### src/rtl/alu_pkg.sv
// ============================================================================
// Module  : alu_pkg
// Purpose : Shared ALU types and constants. Holds the serial-subtractor state
//           encoding and the default datapath width.
// Ports   : (package, no ports)
// Revision: 1.0 - initial release
// ============================================================================
`default_nettype none

package alu_pkg;

  // Default ALU operand/result width.
  localparam int ALU_W = 6;

  // Serial subtractor control states.
  typedef enum logic [1:0] {
    IDLE = 2'd0,
    RUN  = 2'd1,
    FIN  = 2'd2
  } state_t;

endpackage : alu_pkg

`default_nettype wire

### src/rtl/restador_serial_resta_bit.sv
// ============================================================================
// Module  : resta_bit
// Purpose : Combinational 1-bit full subtractor, computes a - b - bin.
// Ports   : a_i    - minuend bit
//           b_i    - subtrahend bit
//           bin_i  - borrow in
//           d_o    - difference bit
//           bout_o - borrow out
// Revision: 1.0 - initial release
// ============================================================================
`default_nettype none

module resta_bit (
  input  logic a_i,
  input  logic b_i,
  input  logic bin_i,
  output logic d_o,
  output logic bout_o
);

  assign d_o    = a_i ^ b_i ^ bin_i;
  // Borrow when b exceeds a, or when the bits match and a borrow ripples in.
  assign bout_o = (~a_i & b_i) | (~(a_i ^ b_i) & bin_i);

endmodule : resta_bit

`default_nettype wire

### src/rtl/restador_serial.sv
// ============================================================================
// Module  : restador_serial
// Purpose : Multi-cycle bit-serial subtractor. Computes
//           (num1 - num2 - b_i) mod 2^N one bit per clock, LSB first, using a
//           single full-subtractor cell. start/busy/done handshake.
// Ports   : clk    - clock, rising edge
//           rst    - asynchronous active-high reset
//           start  - request, sampled only when idle
//           num1   - minuend, captured on accepted start
//           num2   - subtrahend, captured on accepted start
//           b_i    - borrow in, captured on accepted start
//           result - difference, held until the next completion
//           b_o    - borrow out, held until the next completion
//           busy   - operation in progress (RUN and FIN)
//           done   - one-cycle pulse while result/b_o are fresh
//           z_o, n_o, v_o - zero/negative/overflow flags
//                    (present only when RESTADOR_FLAGS_EN is defined)
// Config  : RESTADOR_FLAGS_EN - adds the z_o/n_o/v_o flag outputs.
// Revision: 1.0 - initial release
// ============================================================================
`default_nettype none

module restador_serial
  import alu_pkg::*;
#(
  parameter int N = ALU_W
) (
  input  logic         clk,
  input  logic         rst,
  input  logic         start,
  input  logic [N-1:0] num1,
  input  logic [N-1:0] num2,
  input  logic         b_i,
  output logic [N-1:0] result,
  output logic         b_o,
  output logic         busy,
  output logic         done
`ifdef RESTADOR_FLAGS_EN
  ,
  output logic         z_o,
  output logic         n_o,
  output logic         v_o
`endif
);

  localparam int             CW   = $clog2(N);
  localparam logic [CW-1:0]  LAST = CW'(N - 1);

  state_t          state_q;
  logic [N-1:0]    a_q;
  logic [N-1:0]    b_q;
  logic            borrow_q;
  // Only N-1 difference bits need storing: the final bit comes straight
  // from the cell in the last RUN cycle.
  logic [N-2:0]    diff_q;
  logic [CW-1:0]   cnt_q;

  logic            bit_d;
  logic            borrow_d;
  logic [N-1:0]    res_d;

`ifdef RESTADOR_FLAGS_EN
  // Operand MSBs are shifted out of a_q/b_q, so keep copies for overflow.
  logic            a_msb_q;
  logic            b_msb_q;
`endif

  resta_bit u_resta_bit (
    .a_i    (a_q[0]),
    .b_i    (b_q[0]),
    .bin_i  (borrow_q),
    .d_o    (bit_d),
    .bout_o (borrow_d)
  );

  // Difference register after this cycle's bit is shifted in at the top.
  assign res_d = {bit_d, diff_q};

  // Outputs are committed on the last RUN edge so that result, b_o and
  // done are all valid together during the single FIN cycle.
  always_ff @(posedge clk or posedge rst) begin
    if (rst) begin
      state_q  <= IDLE;
      a_q      <= '0;
      b_q      <= '0;
      borrow_q <= 1'b0;
      diff_q   <= '0;
      cnt_q    <= '0;
      result   <= '0;
      b_o      <= 1'b0;
      busy     <= 1'b0;
      done     <= 1'b0;
`ifdef RESTADOR_FLAGS_EN
      a_msb_q  <= 1'b0;
      b_msb_q  <= 1'b0;
      z_o      <= 1'b0;
      n_o      <= 1'b0;
      v_o      <= 1'b0;
`endif
    end else begin
      case (state_q)
        IDLE: begin
          if (start) begin
            a_q      <= num1;
            b_q      <= num2;
            borrow_q <= b_i;
            diff_q   <= '0;
            cnt_q    <= '0;
            busy     <= 1'b1;
            state_q  <= RUN;
`ifdef RESTADOR_FLAGS_EN
            a_msb_q  <= num1[N-1];
            b_msb_q  <= num2[N-1];
`endif
          end
        end

        RUN: begin
          a_q      <= a_q >> 1;
          b_q      <= b_q >> 1;
          borrow_q <= borrow_d;
          diff_q   <= res_d[N-1:1];
          cnt_q    <= cnt_q + CW'(1);
          if (cnt_q == LAST) begin
            result  <= res_d;
            b_o     <= borrow_d;
            done    <= 1'b1;
            state_q <= FIN;
`ifdef RESTADOR_FLAGS_EN
            z_o     <= (res_d == '0);
            n_o     <= res_d[N-1];
            v_o     <= (a_msb_q != b_msb_q) && (res_d[N-1] != a_msb_q);
`endif
          end
        end

        FIN: begin
          done    <= 1'b0;
          busy    <= 1'b0;
          state_q <= IDLE;
        end

        default: begin
          done    <= 1'b0;
          busy    <= 1'b0;
          state_q <= IDLE;
        end
      endcase
    end
  end

endmodule : restador_serial

`default_nettype wire

### config.mk
export PLATFORM = sky130hd
export DESIGN_NAME = restador_serial
export DESIGN_NICKNAME = d
export VERILOG_FILES = /design/src/rtl/alu_pkg.sv /design/src/rtl/restador_serial_resta_bit.sv /design/src/rtl/restador_serial.sv
export SDC_FILE = /design/constraint.sdc
export NUM_CORES = 1
export LEC_CHECK = 0
export ABC_AREA = 1
export BUFFER_PORTS_ARGS = -buffer_cell sky130_fd_sc_hd__buf_2
export CAP_MARGIN = 20
export CORE_ASPECT_RATIO = 0.8
export CORE_MARGIN = 2
export CORE_UTILIZATION = 40
export CTS_CLUSTER_SIZE = 40
export DETAILED_ROUTE_END_ITERATION = 10
export PLACE_DENSITY_LB_ADDON = 0.1
export SYNTH_ARGS = -nofsm -noshare
export SYNTH_HDL_FRONTEND = slang
export SYNTH_SLANG_ARGS = --single-unit
### constraint.sdc
create_clock -name clk -period 1.3 [get_ports clk]
set_clock_uncertainty 0.1 [all_clocks]
set_input_delay 0.065 -clock clk [delete_from_list [all_inputs] [get_ports clk]]
set_output_delay 0.065 -clock clk [all_outputs]
set_load 0.02 [all_outputs]
==> impl_metrics.sql <==
INSERT INTO impl_metrics (metric_group, metric, value, unit) VALUES
('placement', 'place_ws', '-9.586', 'ps'),
('cells_and_area', 'share_of_layout_cells_above_drive_strength_1', '26.20', '%'),
('timing', 'hold_violations', '2', ''),
('worst_setup_path', 'critical-path-slowest-cell', 'fa_1', ''),
('worst_setup_path', 'start_kind', 'register', ''),
('floorplanning', 'die_x', '72.96', 'um'),
('synth', 'syn_inst', '183', ''),
('synth', 'area_fraction_in_compound_gates_after_synthesis', '7.401', '%'),
('synth', 'main_combinational_cell_family_by_area_after_synthesis', 'simple AND/OR/NAND/NOR gates', ''),
('pwr', 'pwr-share-clk', '18.0', '%'),
('worst_setup_path', 'critical_path.top_delay_family', 'adder cells', ''),
('timing', 'final_count_of_pins_violating_max_slew', '0', ''),
('clock_network', 'source_to_sink_clock_delay_at_the_later_pin_of_the_worst_skew_pair', '280', 'ps'),
('cells_and_area', 'area_growth', '28.87', '%'),
('worst_setup_path', 'worstSetupPathDepth', '4', ''),
('flow_run', 'cap_viol_max_count', '0', ''),
('routing', 'final_wirelength', '3.246', 'mm'),
('cells_and_area', 'nets', '248', ''),
('run_status', 'failed_checks', 'negative hold slack', ''),
('worst_setup_path', 'critical_path_peak_fanout', '2', ''),
('timing', 'final_period_minus_worst_setup_slack', '1278', 'ps'),
('pwr', 'p_int', '2750', 'uW'),
('placement', 'placed_cell_area', '0.001735', 'mm2'),
('timing', 'min_period_over_period', '98.31', '%'),
('timing', 'post_route_worst_setup_slack', '22.01', 'ps'),
('cells_and_area', 'fin_util', '52.58', '%'),
('synth', 'total_nets_after_synthesis', '202', ''),
('global_routing', 'grt_util_all_layers', '16.92', '%'),
('routing', 'post_drt_wl_per_cell', '11.89', 'um'),
('pwr', 'power_switching_share', '40.49', '%'),
('routing', 'drt_first_pass_iters', '4', ''),
('run_status', 'run_status', 'finished with violations', ''),
('clock_network', 'clock_sinks', '32', ''),
('synth', 'synth_simple_gate_area_share', '25.00', '%'),
('global_routing', 'grt_most_used_layer', 'met2', ''),
('timing', 'timing.hold.ws', '-0.9724', 'ps'),
('timing', 'grt_setup_unrepaired', 'yes', ''),
('floorplanning', 'placeableCoreArea', '0.003729', 'mm2'),
('global_routing', 'grt_overflow', '0', ''),
('pwr', 'netSwitchingPower', '1871', 'uW'),
('clock_network', 'cts_root_buffer', 'clkbuf_8', ''),
('worst_hold_path', 'whs_path_depth', '5', ''),
('worst_setup_path', 'worstPathBufferInverterCount', '1', ''),
('synth', 'synth.distinct_cells', '18', ''),
('placement', 'port-buffer-count', '24', ''),
('global_routing', 'met2_usage_in_global_routing', '25.32', '%'),
('clock_network', 'numCtsBuffers', '5', ''),
('global_routing', 'gr-usage-met3', '4.082', '%'),
('worst_setup_path', 'worst_r2r_path_cells', '4', ''),
('pwr', 'p_comb_share', '46.0', '%'),
('global_routing', 'grt_antenna_before_repair', '0', ''),
('worst_hold_path', 'timing.hold.worst.class', 'in2reg', ''),
('floorplanning', 'placement_rows', '20', ''),
('pwr', 'leakagePower', '0.001085', 'uW'),
('global_routing', 'first_global_vias', '1236', ''),
('global_routing', 'grt_max_degree', '33', ''),
('clock_network', 'cts_tree', 'yes', ''),
('synth', 'seq_area_frac_synth', '52.63', '%'),
('cells_and_area', 'final_cell_mix', 'nand2_1, nand3_1, inv_1, dfrtp_1, buf_2', ''),
('routing', 'detail_route.vias_per_cell', '4.832', ''),
('global_routing', 'grtUsageMet1', '23.26', '%'),
('timing', 'slew_headroom', '72.42', '%'),
('floorplanning', 'initial_core_utilization', '40.81', '%'),
('floorplanning', 'chipHeight', '59.16', 'um'),
('cells_and_area', 'nFillCells', '379', ''),
('placement', 'sum_of_net_half_perimeters_after_detailed_placement', '2.107', 'mm'),
('clock_network', 'htree_num_levels', '2', ''),
('synth', 'synth-adder-area-share', '2.961', '%'),
('synth', 'synth_area_per_cell', '8.314', 'um2'),
('worst_setup_path', 'endpoint_kind', 'register', ''),
('timing', 'max_clock_freq', '782.5', 'MHz');
logic make-up after synthesis:
group,count (synthesis)
buffers and inverters,45
and+or+nand+nor,85
AOI/OAI and AO/OA,18
adders and majority gates,3
DFF,32
routing by layer:
layer  share of wire [%]  vias up
met4                 1.4        0
met3                 4.4        5
li1                    -      655
met1                  51      624
met2                  44       35
met5                   0        -
cell type report:
class | count | area [um2] | area share [%]
Timing Repair Buffer | 46 | 310.3 | 15.83
Multi-Input combinational cell | 107 | 556.8 | 28.40
Clock buffer | 7 | 96.34 | 4.914
Tap cell | 44 | 55.05 | 2.808
Inverter | 37 | 141.4 | 7.211
Sequential cell | 32 | 800.8 | 40.84
sequential cells by signal, indices dropped and copies added, names as in the netlist, 2 cells and up:
| name | flops |
|---|---|
| diff_q | 5 |
| a_q | 6 |
| cnt_q | 3 |
| b_q | 6 |
| result | 6 |
| state_q | 2 |
metrics by stage:
step	hold slack (ps)	cells	power, uW
after floorplan	81.20	183	3103
after global placement	66.09	254	3661
after detailed placement	74.02	254	3714
after CTS	4.399	272	4617
after global routing	29.16	273	5058
final	-0.9724	273	4621
power groups by stage:
stage / combinational (uW) / clock, uW / sequential [uW]
after floorplan: 1320 / 0 / 1780
after global placement: 2000 / 0 / 1660
after detailed placement: 2030 / 0 / 1680
after CTS: 2110 / 847 / 1660
after global routing: 2430 / 896 / 1730
final: 2120 / 830 / 1670
synthesized netlist by cell type (all sizes together):
master | count | area (um2)
nor2 | 3 | 18.77
fa | 1 | 20.02
a21oi | 1 | 5.000
ha | 2 | 25.02
o21ai | 17 | 107.6
inv | 37 | 138.9
dfrtp | 32 | 800.8
buf | 6 | 36.28
nand3 | 35 | 175.2
nand2 | 47 | 186.4
clkbuf | 2 | 7.510
worst paths after layout:
check,slack [ps],to,from
hold / removal,-1,borrow_q,b_i
hold reg to reg,380,result[3],result[3]
setup reg to reg,20,result[5],b_q[0]
min in group asynchronous,310,done,rst
max in group asynchronous,490,result[0],rst
setup / recovery,20,result[5],b_q[0]
tightest hold or removal path: stages:
cell     delay (ps)
buf_2            70
inv_1            30
nand2_1          50
nand3_1          70
nand2_1          60
what timing repair did:
action / 4_1_cts / 5_1_grt
hold endpoints to repair: 41 / 0
resized for setup: 1 / 7
setup endpoints to repair: 1 / 10
pin swaps: 0 / 1
hold buffers: 10 / 0
cloned: 0 / 1
buffers inserted: 1 / 0
Note: power is estimated with default switching activity, not from simulation.
